`src/rtl/apb_slave_regs.sv`:
```
// ---------------------------------------------------------------------------
// apb_slave_regs
//
// APB target for one select line of the AHB-to-APB bridge. Two-phase
// SETUP/ACCESS transfers are decoded into a word-addressed register bank.
// Read data is sampled at the SETUP edge, so it is stable on Prdata
// throughout the ACCESS cycle. Completed transfers are counted, and any
// sequencing violation seen from the initiator side sets a sticky error flag.
//
// Parameters:
//   SEL_INDEX : bit of Pselx that selects this block (0..2)
//   ADDR_BASE : byte address of register 0
//   NUM_REGS  : number of 32-bit registers (power of two, 2..256)
//   ID_VALUE  : constant returned by register 0 (read-only)
//
// Ports:
//   clk       in   1  clock, all state on the rising edge
//   rst       in   1  asynchronous active-low reset
//   Pselx     in   3  bridge slave selects, only bit SEL_INDEX is used
//   Paddr     in  32  byte address (bits [1:0] ignored)
//   Pwrite    in   1  1 = write, 0 = read
//   Penable   in   1  ACCESS phase indicator
//   Pwdata    in  32  write data
//   Prdata    out 32  registered read data
//   wr_count  out 16  completed writes, wraps
//   rd_count  out 16  completed reads, wraps
//   oob_count out  8  completed out-of-window transfers, saturates at 255
//   prot_err  out  1  sticky protocol-violation flag
// ---------------------------------------------------------------------------
module apb_slave_regs #(
  parameter int unsigned SEL_INDEX = 0,
  parameter logic [31:0] ADDR_BASE = 32'h8000_0000,
  parameter int unsigned NUM_REGS  = 16,
  parameter logic [31:0] ID_VALUE  = 32'hA5B0_0001
) (
  input  logic        clk,
  input  logic        rst,
  input  logic [2:0]  Pselx,
  input  logic [31:0] Paddr,
  input  logic        Pwrite,
  input  logic        Penable,
  input  logic [31:0] Pwdata,
  output logic [31:0] Prdata,
  output logic [15:0] wr_count,
  output logic [15:0] rd_count,
  output logic [7:0]  oob_count,
  output logic        prot_err
);

  localparam int unsigned IDX_W     = $clog2(NUM_REGS);
  localparam logic [31:0] WIN_BYTES = 32'(NUM_REGS * 4);

  typedef enum logic {
    IDLE    = 1'b0,
    ACC_EXP = 1'b1
  } state_t;

  state_t state_q, state_d;

  logic [31:0] lat_addr;
  logic        lat_write;

  // Register 0 is the constant ID, so only 1..NUM_REGS-1 need storage.
  logic [31:0] regs [1:NUM_REGS-1];

  logic             sel;
  logic [31:0]      offset;
  logic             in_range;
  logic [IDX_W-1:0] idx;
  logic [31:0]      rd_val;

  logic do_setup;
  logic do_done;
  logic err_set;

  // Bits that intentionally play no part in decoding.
  logic unused_bits;

  function automatic logic [7:0] sat_inc8(input logic [7:0] v);
    return (v == 8'hFF) ? v : v + 8'd1;
  endfunction

  // -------------------------------------------------------------------------
  // Address decode
  // -------------------------------------------------------------------------
  // An address below ADDR_BASE wraps to a large offset and therefore falls
  // outside the window, so a single unsigned compare covers both sides.
  assign sel         = Pselx[SEL_INDEX];
  assign offset      = Paddr - ADDR_BASE;
  assign in_range    = (offset < WIN_BYTES);
  assign idx         = offset[IDX_W+1:2];
  assign unused_bits = ^{Pselx, offset[1:0]};

  always_comb begin
    rd_val = '0;
    if (in_range) begin
      rd_val = (idx == '0) ? ID_VALUE : regs[idx];
    end
  end

  // -------------------------------------------------------------------------
  // Transfer sequencing FSM
  // -------------------------------------------------------------------------
  always_ff @(posedge clk or negedge rst) begin
    if (!rst) begin
      state_q <= IDLE;
    end else begin
      state_q <= state_d;
    end
  end

  always_comb begin
    state_d  = state_q;
    do_setup = 1'b0;
    do_done  = 1'b0;
    err_set  = 1'b0;
    case (state_q)
      IDLE: begin
        if (sel) begin
          if (!Penable) begin
            do_setup = 1'b1;
            state_d  = ACC_EXP;
          end else begin
            // ACCESS without a preceding SETUP.
            err_set = 1'b1;
          end
        end
      end
      ACC_EXP: begin
        if (!sel) begin
          err_set = 1'b1;
          state_d = IDLE;
        end else if (!Penable) begin
          // Previous SETUP abandoned; this cycle is a fresh SETUP.
          err_set  = 1'b1;
          do_setup = 1'b1;
        end else begin
          state_d = IDLE;
          if ((Paddr == lat_addr) && (Pwrite == lat_write)) begin
            do_done = 1'b1;
          end else begin
            err_set = 1'b1;
          end
        end
      end
      default: state_d = IDLE;
    endcase
  end

  // -------------------------------------------------------------------------
  // Setup latch, read data, counters and error flag
  // -------------------------------------------------------------------------
  always_ff @(posedge clk or negedge rst) begin
    if (!rst) begin
      lat_addr  <= '0;
      lat_write <= 1'b0;
      Prdata    <= '0;
      wr_count  <= '0;
      rd_count  <= '0;
      oob_count <= '0;
      prot_err  <= 1'b0;
    end else begin
      if (do_setup) begin
        lat_addr  <= Paddr;
        lat_write <= Pwrite;
        if (!Pwrite) begin
          Prdata <= rd_val;
        end
      end
      if (do_done) begin
        if (lat_write) begin
          wr_count <= wr_count + 16'd1;
        end else begin
          rd_count <= rd_count + 16'd1;
        end
        if (!in_range) begin
          oob_count <= sat_inc8(oob_count);
        end
      end
      if (err_set) begin
        prot_err <= 1'b1;
      end
    end
  end

  // -------------------------------------------------------------------------
  // Register bank
  // -------------------------------------------------------------------------
  // Paddr equals lat_addr whenever do_done is set, so the live decode is
  // the latched address at the completing edge.
  always_ff @(posedge clk or negedge rst) begin
    if (!rst) begin
      for (int i = 1; i < NUM_REGS; i++) begin
        regs[i] <= '0;
      end
    end else if (do_done && lat_write && in_range && (idx != '0)) begin
      regs[idx] <= Pwdata;
    end
  end

endmodule

```
`config.mk`:
```
export PLATFORM = sky130hd
export DESIGN_NAME = apb_slave_regs
export DESIGN_NICKNAME = d
export VERILOG_FILES = /design/src/rtl/apb_slave_regs.sv
export SDC_FILE = /design/constraint.sdc
export NUM_CORES = 1
export LEC_CHECK = 0
export CAP_MARGIN = 20
export CELL_PAD_IN_SITES_DETAIL_PLACEMENT = 1
export CELL_PAD_IN_SITES_GLOBAL_PLACEMENT = 1
export CORE_MARGIN = 5
export CORE_UTILIZATION = 45
export DETAILED_ROUTE_END_ITERATION = 6
export HOLD_SLACK_MARGIN = 0.12
export MAX_ROUTING_LAYER = met4
export PLACE_DENSITY = 0.68
export SLEW_MARGIN = 30
export SYNTH_ARGS = -nofsm -noshare
export SYNTH_HDL_FRONTEND = slang
export SYNTH_SLANG_ARGS = --single-unit
export TNS_END_PERCENT = 100
```
`constraint.sdc`:
```
create_clock -name clk -period 2.6 [get_ports clk]
set_input_delay 0.39 -clock clk [delete_from_list [all_inputs] [get_ports clk]]
set_output_delay 0.39 -clock clk [all_outputs]
set_load 0.02 [all_outputs]
```
==> reports/results.ini, run 1 <==
[detailed_routing]
dr_total_vias = 15500
drc = 0
drt_wl_total_mm = 71.0
drtIter0Drc = 787
firstDrtPassIters = 6
wl_per_cell_um = 26.2
vias_per_cell = 5.74
ant_nets = 0

[synthesis]
synth-edff-count = 0
ys_seq_area_share_pct = 54.5
syn_nets = 1758
yosysWarningCount = 0
ys_ff_latch = 587
syn_inst = 1684
synthArstFlopShare_pct = 100
syn_area_per_cell_um2 = 16.0
syn_area_mm2 = 0.0269
synth_cell_types = 44
synth_top_flop_cell = dfrtp_1

[global_route]
grt_pass1_vias = 17600
antenna_found_initial = 1
grt_use_total_pct = 22.7
grt_overflow_total = 0
grt_pass1_wl_mm = 111
grt_max_degree = 84

[place]
gp_congestion = 0.784
placed_area_mm2 = 0.0302
dp_worst_setup_slack_ps = -590
numPortBuffers = 141
placed_cells = 2590
dp_hpwl_mm = 44.5

[critical_path]
reg2reg_to = regs[477]
r2r_cells = 8
cp.arrival_ps = 3080
cp-end-kind = flop
crit_required_ps = 3120
cp_max_fo = 12
crit_type = primary input to flop
cp-start-kind = primary input
r2r_slack_ps = 90
rr_startpoint = lat_addr[18]

[sta]
max_freq_mhz = 391
hold_viol_final = 0
worstMarginPinSlew_ps = 604
period_minus_slack_ps = 2560
min_period_over_period_pct = 98.5
clock_skew_ps = 22.9
setup_violations = 0
slew_violations = 0
layout_setup_ws_ps = 39.9
rsz0062_at_grt = no
timing.slew.headroom_pct = 59.6

[power]
power.leakage_uw = 0.0159
ir_worst_vdd_v = 0.000514
power.density_mw_per_mm2 = 614

[floorplan]
die_h_um = 255
start_util_pct = 45.6
die_area_mm2 = 0.0649
row_count = 89
ios = 144
die_w_um = 255
coreArea_mm2 = 0.0591

[layout]
fill_cells = 5433
drive_above_1_share_pct = 44.1
instances_no_fill = 2710
area_delta_synth_final_pct = 20.8
design_area_mm2 = 0.0325
final_nets = 1960

[run]
drv_cap = 0

[cts]
cts_max_path_buffers = 3
cts_tree = yes
htreeDepth = 2
root_buffer = clkbuf_16
cts.sinks = 587
clk_latency_ps = 640
cts_buffers = 61
clk_pin_slew_ps = 60

[min_path]
hold_path_class = primary input to async pin

[outcome]
status = complete, no violations

[synth_stat cells, types with 3 or more instances]
cell type	n	area, µm²
nand4_4	10	213
clkbuf_1	64	240
and4_1	5	43.8
inv_1	6	22.5
dfrtp_1	587	14700
and2_1	13	81.3
nor4_1	7	43.8
nand3_1	17	85.1
mux2i_1	8	80.1
ha_1	3	37.5
mux4_2	128	2880
nor2b_1	9	56.3
nor3_1	4	20.0
and3_1	12	75.1
nor2_1	13	48.8
buf_6	17	191
mux2_4	85	1280
xnor2_1	58	508
nand2_1	10	37.5
o21ai_0	4	20.0
xor2_1	6	52.6
nand4_1	25	156
a22o_1	56	490
buf_2	41	205
nand2b_1	3	18.8
mux2_2	367	4130
buf_1	15	56.3
a21oi_1	9	45.0
mux2_1	84	946
[routing by layer]
layer  vias up  routed length (µm)  track usage, %
li1       6681                   -               -
met1      8534               32000            31.4
met2       256               35200            36.4
met3        78                2640            3.46
met4         0                1190            4.50
met5         -                   0               -
[flip-flops by register name, summed over array words and instances, names as in the netlist, 8 cells and up]
register and flops:
oob_count 8, Prdata 32, wr_count 16, rd_count 16, regs 480, lat_addr 32
[metrics by stage]
step	hold WS, ps	total power [µW]	setup TNS [ps]	utilization [%]
finish	318	20000	0	55.0
global route	357	20700	0	55.0
CTS	308	20200	0	54.8
detailed placement	386	10500	-258690	51.0
global placement	380	10500	-256920	51.0
floorplan	94.4	9890	0	-
[placed cells by master, fill, tap and decap left out, types with 7 or more instances in the layout]
cell / instances
clkinv_2: 16
mux2i_1: 8
mux4_2: 128
nor2b_1: 7
a22o_1: 56
nand4_4: 12
clkdlybuf4s50_1: 136
and2_1: 13
nand2_1: 10
mux2_4: 85
nor2_1: 13
mux2_1: 84
nand4_1: 25
a21oi_1: 9
xnor2_1: 58
clkbuf_8: 10
dfrtp_1: 587
buf_4: 89
bufinv_16: 12
and3_1: 12
nand3_1: 14
clkbuf_16: 65
clkbuf_1: 7
mux2_2: 367
buf_12: 43
[timing repair]
action	CTS	global route
pin swaps	1	3
hold buffers	2	0
hold endpoints to repair	45	0
resized for setup	1	6
setup buffers	0	1
cloned	0	3
setup endpoints to repair	26	314
[power breakdown]
group | internal [µW] | switching [µW]
clock network | 5820 | 3790
registers | 9210 | 49.0
logic | 445 | 660
[kinds of logic after synthesis]
family | share of synthesized area, %
AO/OA/AOI/OAI | 2.29
XOR/XNOR | 2.08
adder cells (fa/ha/maj) | 0.139
buffers and inverters | 2.76
flip-flops | 54.5
multiplexers | 34.6
AND/OR/NAND/NOR | 3.64
[cell type report]
class / instances / area, µm² / share of cell area (%)
Clock buffer: 78 / 1700 / 5.23
Tap cell: 773 / 967 / 2.97
Multi-Input combinational cell: 952 / 11600 / 35.7
Inverter: 6 / 22.5 / 0.0692
Antenna cell: 1 / 2.50 / 0.00769
Sequential cell: 587 / 14700 / 45.1
Timing Repair Buffer: 278 / 3040 / 9.35
Clock inverter: 35 / 517 / 1.59
[how the worst max path moves through the flow]
| stage | startpoint | to | cells after the start |
|---|---|---|---|
| 6_report | Paddr[8] | regs[477] | 9 |
| 3_3_place_gp | Paddr[8] | regs[111] | 8 |
| 2_1_floorplan | Paddr[22] | regs[460] | 7 |
| 3_5_place_dp | Paddr[8] | regs[109] | 8 |
| 4_1_cts | lat_addr[18] | regs[137] | 8 |
| 5_1_grt | lat_addr[13] | regs[477] | 8 |
[worst max-delay path, cell delays in order]
cell,delay [ps]
clkdlybuf4s50_1,480
nor4_2,350
nand4_1,200
or3_4,490
nor2_4,130
buf_12,200
nand4_4,230
buf_4,260
mux2_1,330
(Power assumes the default switching activity.)
==> inputs of run 2 (changes only) <==
PLACE_DENSITY = 0.71   (was 0.68)
clock period = 2.1 ns   (was 2.6 ns; I/O delays follow)
==> run 2 against run 1 <==
Effect of this change: the flow now finishes with violations (negative setup slack); via count increased by 2.3%; worst setup slack worse by 410 ps; combinational power up 29%; sequential cell count stayed put; register-to-register slack worse by 460 ps; hold slack worse by 180 ps; cell count up 1.7%; critical path depth unchanged; non-clock buffer count rose by 45; global-route usage up 0.45 points; die area did not move; core utilization up 1.9 points; largest cell class unchanged; largest power group is now sequential cells; highest routed layer unchanged.
==> reports/results.ini, run 2 (synthesis results as in run 1) <==
[min_path]
hold_end = lat_addr[31]
hold_path_class = primary input to flop
hp-start = Paddr[31]
holdPathStages = 3

[detailed_routing]
drt_wl_total_mm = 73.9  ; +4.1%
ant_nets = 0  ; unchanged
firstDrtPassIters = 4  ; -2
drtIter0Drc = 988  ; +26%
dr_total_vias = 15900  ; +2.3%
vias_per_cell = 5.77  ; +0.58%
wl_per_cell_um = 26.8  ; +2.3%
drc = 0  ; unchanged

[outcome]
status = complete, but fails checks
violations = negative setup slack

[sta]
timing.slew.headroom_pct = 48.2  ; -11 points
fin_setup_tns_ps = -126370  ; -126370 ps
worstMarginPinSlew_ps = 775  ; +171 ps
min_period_over_period_pct = 117
period_minus_slack_ps = 2470
setup_violations = 515  ; +515
max_freq_mhz = 406
layout_setup_ws_ps = -366  ; -405 ps
clock_skew_ps = 22.8  ; -0.118 ps
rsz0062_at_grt = yes
slew_violations = 0  ; unchanged
hold_viol_final = 0  ; unchanged

[global_route]
antenna_found_initial = 3  ; +2
grt_max_degree = 79  ; -6.0%
grt_pass1_wl_mm = 112  ; +1.7%
grt_use_total_pct = 23.2  ; +0.45 points
grt_overflow_total = 0  ; unchanged
grt_pass1_vias = 18100  ; +2.7%

[critical_path]
reg2reg_to = regs[118]
cp.arrival_ps = 2930  ; -150 ps
rr_startpoint = lat_addr[19]
cp_max_fo = 12  ; unchanged
crit_required_ps = 2560  ; -560 ps
cp-start-kind = flop
crit_type = flop to flop
r2r_slack_ps = -370  ; -460 ps
cp-end-kind = flop
r2r_cells = 9  ; +1

[cts]
cts_tree = yes
root_buffer = clkbuf_16
cts_max_path_buffers = 3  ; unchanged
clk_pin_slew_ps = 60  ; about the same
cts.sinks = 587  ; unchanged
cts_buffers = 67  ; +9.8%
clk_latency_ps = 590  ; -50 ps
htreeDepth = 3  ; +1

[layout]
final_nets = 2011  ; +2.6%
largest_reg_flops = 480  ; unchanged
drive_above_1_share_pct = 50.1  ; +6.1 points
top_regs = regs: 480 flops, Prdata: 32 flops, lat_addr: 32 flops
final_common_cell = dfrtp_1
layout_common_cells = 587 x dfrtp_1, 363 x mux2_2, 173 x mux2_4
regMostFlops = regs
area_delta_synth_final_pct = 24.9
fill_cells = 5358  ; -1.4%

[power]
power.leakage_uw = 0.0166  ; +4.4%
power.density_mw_per_mm2 = 720  ; +17%
ir_worst_vdd_v = 0.000539  ; +5.0%

[place]
numPortBuffers = 141  ; unchanged
dp_worst_setup_slack_ps = -1040  ; -454 ps
dp_hpwl_mm = 45.2  ; +1.4%
gp_congestion = 0.784  ; about the same

[floorplan]
die_area_mm2 = 0.0649  ; unchanged
die_h_um = 255  ; unchanged
row_count = 89  ; unchanged
start_util_pct = 45.6  ; unchanged
coreArea_mm2 = 0.0591  ; unchanged
ios = 144  ; unchanged
die_w_um = 255  ; unchanged

[run]
drv_cap = 0  ; unchanged

==> run 2: cell types whose count changed in the layout (fill, tap and decap cells not counted), sizes merged <==
cell,previous run,this run
buf,136,178
clkbuf,82,108
clkdlybuf4s50,136,116
dlygate4sd2,0,12
bufinv,12,2
clkinv,19,9
dlymetal6s2s,0,8
clkinvlp,3,1
diode,1,3
inv,7,6
==> run 2: area by class of cell <==
| cell class | instances | area (µm²) | share of cell area [%] |
|---|---|---|---|
| sequential | 587 | 14700 | 43.6 |
| multi-input combinational | 952 | 12100 | 36.0 |
| timing repair buffer | 323 | 3730 | 11.1 |
| clock buffer | 101 | 1990 | 5.91 |
| tap | 773 | 967 | 2.87 |
| clock inverter | 12 | 128 | 0.379 |
| inverter | 6 | 22.5 | 0.0669 |
| antenna | 3 | 7.51 | 0.0223 |
==> run 2: timing repair <==
action                                  CTS  global route
cloned                                    3             9
endpoints found under the setup margin  543           533
endpoints found under the hold margin   437             0
pin swaps                                 1            30
gates resized for setup                  39            84
setup buffers                             7            21
hold buffers                              2             0
==> run 2: power by group <==
part	internal (µW)	total (µW)	switching (µW)
clock network	6760	11300	4580
logic	577	1420	842
registers	11400	11500	63.8
total	18700	24200	5480
==> run 2: how the worst max path moves through the flow <==
stage,from,endpoint,slack (ps),cells past startpoint
after floorplan,Paddr[22],regs[460],-220,7
after global placement,Paddr[27],regs[355],-920,8
after detailed placement,Paddr[27],regs[377],-1040,8
after CTS,lat_addr[19],regs[170],-300,8
after global routing,lat_addr[19],regs[118],-410,9
final,lat_addr[19],regs[118],-370,9
==> run 2: metrics by stage <==
step / instances / total power [µW] / area, µm² / hold slack (ps) / utilization (%)
3_3_place_gp: 2605 / 13000 / 30600 / 263 / 51.8
5_1_grt: 2757 / 25100 / 33700 / 139 / 56.9
6_report: 2757 / 24200 / 33700 / 134 / 56.9
2_1_floorplan: 1684 / 12300 / 27500 / 19.4 / -
4_1_cts: 2730 / 24500 / 33000 / 190 / 55.8
3_5_place_dp: 2605 / 13100 / 30600 / 268 / 51.8
==> run 2: layer usage <==
layer	part of all wire, %	GRT usage [%]
met1	44	30.9
met2	50	37.2
met5	0	-
met3	3.2	3.81
met4	2.5	6.61
==> run 2: critical path, stage by stage (launching register included) <==
cell and delay [ps]:
dfrtp_1 390, xor2_1 170, a2111o_1 380, nor3_2 150, buf_4 130, and4_4 240
buf_6 120, nand3_4 200, buf_12 250, mux2_2 290
==> inputs of run 3 (changes only) <==
SETUP_SLACK_MARGIN = 0.4   (was unset)
==> run 3 against run 2 <==
Effect of this change: the flow still finishes with violations (negative setup slack); critical path depth down 1; first-iteration DRC count decreased by 14%; cell count grew 0.29%; sequential power barely moved; largest cell class unchanged; largest power group unchanged.
==> reports/results.ini, run 3 (synthesis results as in run 1) <==
[layout]
register_area_mm2 = 0.0147  ; unchanged
final_nets = 2022  ; +0.55%
top_regs = regs: 480 flops, Prdata: 32 flops, lat_addr: 32 flops
fill_cells = 5273  ; -1.6%
regMostFlops = regs
drive_above_1_share_pct = 49.9  ; -0.20 points
layout_common_cells = 587 x dfrtp_1, 365 x mux2_2, 168 x mux2_4
final_common_cell = dfrtp_1
multi_input_area_mm2 = 0.0120  ; -0.73%
instances_no_fill = 2765  ; +0.29%
design_area_mm2 = 0.0340  ; +1.0%
largest_reg_flops = 480  ; unchanged
area_delta_synth_final_pct = 26.2

[cts]
cts.sinks = 587  ; unchanged
clk_pin_slew_ps = 60  ; about the same
cts_max_path_buffers = 3  ; unchanged
cts_buffers = 66  ; -1.5%
htreeDepth = 3  ; unchanged
cts_tree = yes
root_buffer = clkbuf_16
clk_latency_ps = 600  ; about the same

[power]
p_sw_share_pct = 22.7  ; +0.062 points
clockPowerShare_pct = 47.0  ; +0.2 points
power.density_mw_per_mm2 = 716  ; -0.46%
power.leakage_uw = 0.0181  ; +8.9%
p_int_uw = 18800  ; +0.49%
seqPwrFrac_pct = 47.1  ; -0.2 points
ir_worst_vdd_v = 0.000547  ; +1.4%
switchingPower_uw = 5530  ; +0.85%
combinationalPowerShare_pct = 6.0  ; about the same

[floorplan]
coreArea_mm2 = 0.0591  ; unchanged
ios = 144  ; unchanged
die_h_um = 255  ; unchanged
die_area_mm2 = 0.0649  ; unchanged
die_w_um = 255  ; unchanged
start_util_pct = 45.6  ; unchanged
row_count = 89  ; unchanged

[global_route]
grt_use_total_pct = 23.9  ; +0.75 points
top_usage_layer = met2
grt_max_degree = 72  ; -8.9%
grt.met3_usage_pct = 4.34  ; +0.53 points
grt_pass1_wl_mm = 116  ; +2.8%
grt_use_met1_pct = 32.3  ; +1.4 points
grt_overflow_total = 0  ; unchanged
use_met2_pct = 38.2  ; +1.0 points
grt_pass1_vias = 18100  ; +0.12%
antenna_found_initial = 3  ; unchanged

[sta]
clock_skew_ps = 30.1  ; +7.37 ps
slew_violations = 0  ; unchanged
layout_setup_ws_ps = -332  ; +33.2 ps
setup_violations = 514  ; -0.19%
rsz0062_at_grt = yes
period_minus_slack_ps = 2430  ; -33.2 ps
max_freq_mhz = 411  ; +1.4%
fin_hold_ws_ps = 126  ; -7.59 ps
worstMarginPinSlew_ps = 664  ; -111 ps
timing.slew.headroom_pct = 55.6  ; +7.4 points
hold_viol_final = 0  ; unchanged
min_period_over_period_pct = 116  ; -1.6 points
fin_setup_tns_ps = -125030  ; +1340 ps

[critical_path]
crit_required_ps = 2560  ; about the same
cp-start-kind = flop
cp_max_fo = 5  ; -7
cp-end-kind = flop
crit_type = flop to flop
cp.arrival_ps = 2890  ; -40 ps
r2r_slack_ps = -330  ; +30 ps

[run]
drv_cap = 0  ; unchanged

[place]
placed_area_mm2 = 0.0307  ; +0.36%
dp_worst_setup_slack_ps = -1070  ; -31.0 ps
gp_congestion = 0.792  ; +1.0%
numPortBuffers = 141  ; unchanged
dp_hpwl_mm = 46.1  ; +2.1%
placed_cells = 2612  ; +0.27%

[detailed_routing]
ant_nets = 0  ; unchanged
firstDrtPassIters = 5  ; +1
drc = 0  ; unchanged
vias_per_cell = 5.82  ; +0.84%
wl_per_cell_um = 28.1  ; +4.7%
drtIter0Drc = 852  ; -14%
dr_total_vias = 16100  ; +1.1%
drt_wl_total_mm = 77.6  ; +5.0%

[min_path]
hold_path_class = primary input to flop

[outcome]
violations = negative setup slack
status = complete, but fails checks

[run 3: power groups by stage]
stage / Clock (µW) / Combinational (µW) / Sequential [µW]
global placement: 0 / 1410 / 11700
CTS: 11700 / 1470 / 11500
finish: 11400 / 1460 / 11500
detailed placement: 0 / 1440 / 11700
global route: 12200 / 1590 / 11500
floorplan: 0 / 628 / 11700
[run 3: stage by stage]
stage | utilization [%] | total power (µW)
finish | 57.5 | 24400
global route | 57.5 | 25200
CTS | 56.1 | 24600
detailed placement | 52.0 | 13100
global placement | 52.0 | 13100
floorplan | - | 12300
[run 3: metal layers]
layer	vias up	wire length (µm)
met4	0	2190
met2	314	38600
li1	6833	-
met5	-	0
met1	8831	34100
met3	113	2770
[run 3: cell type report]
type	count	area share, %
clock inverters	12	0.493
clock buffers	97	5.68
flip-flops and latches	587	43.2
well taps	773	2.84
repair buffers	335	12.3
multi-input cells	952	35.4
inverters	6	0.0662
diodes	3	0.0221
[run 3: final timing paths]
kind                               from            to  depth (start not counted)
setup reg to reg           lat_addr[19]     regs[366]                          8
hold reg to reg            wr_count[15]  wr_count[15]                          1
max in group asynchronous           rst     regs[261]                          4
hold / removal                Paddr[20]  lat_addr[20]                          3
min in group asynchronous           rst     regs[453]                          2
setup / recovery           lat_addr[19]     regs[366]                          8
[run 3: what timing repair did]
action                                 in CTS  in global routing
hold buffers                                1                  6
endpoints found under the hold margin     193                  6
pin swaps                                   1                 28
gates cloned                                4                 11
setup endpoints to repair                 626                626
gates resized for setup                    40                172
setup buffers                               7                 12
[run 3: critical path, cell delays in order, from the launching register on]
cell       delay, ps
dfrtp_1          380
xor2_1           170
a2111o_1         390
nor3_4           180
and4_4           340
buf_6            130
nand3_4          190
clkbuf_16        260
mux2_2           280
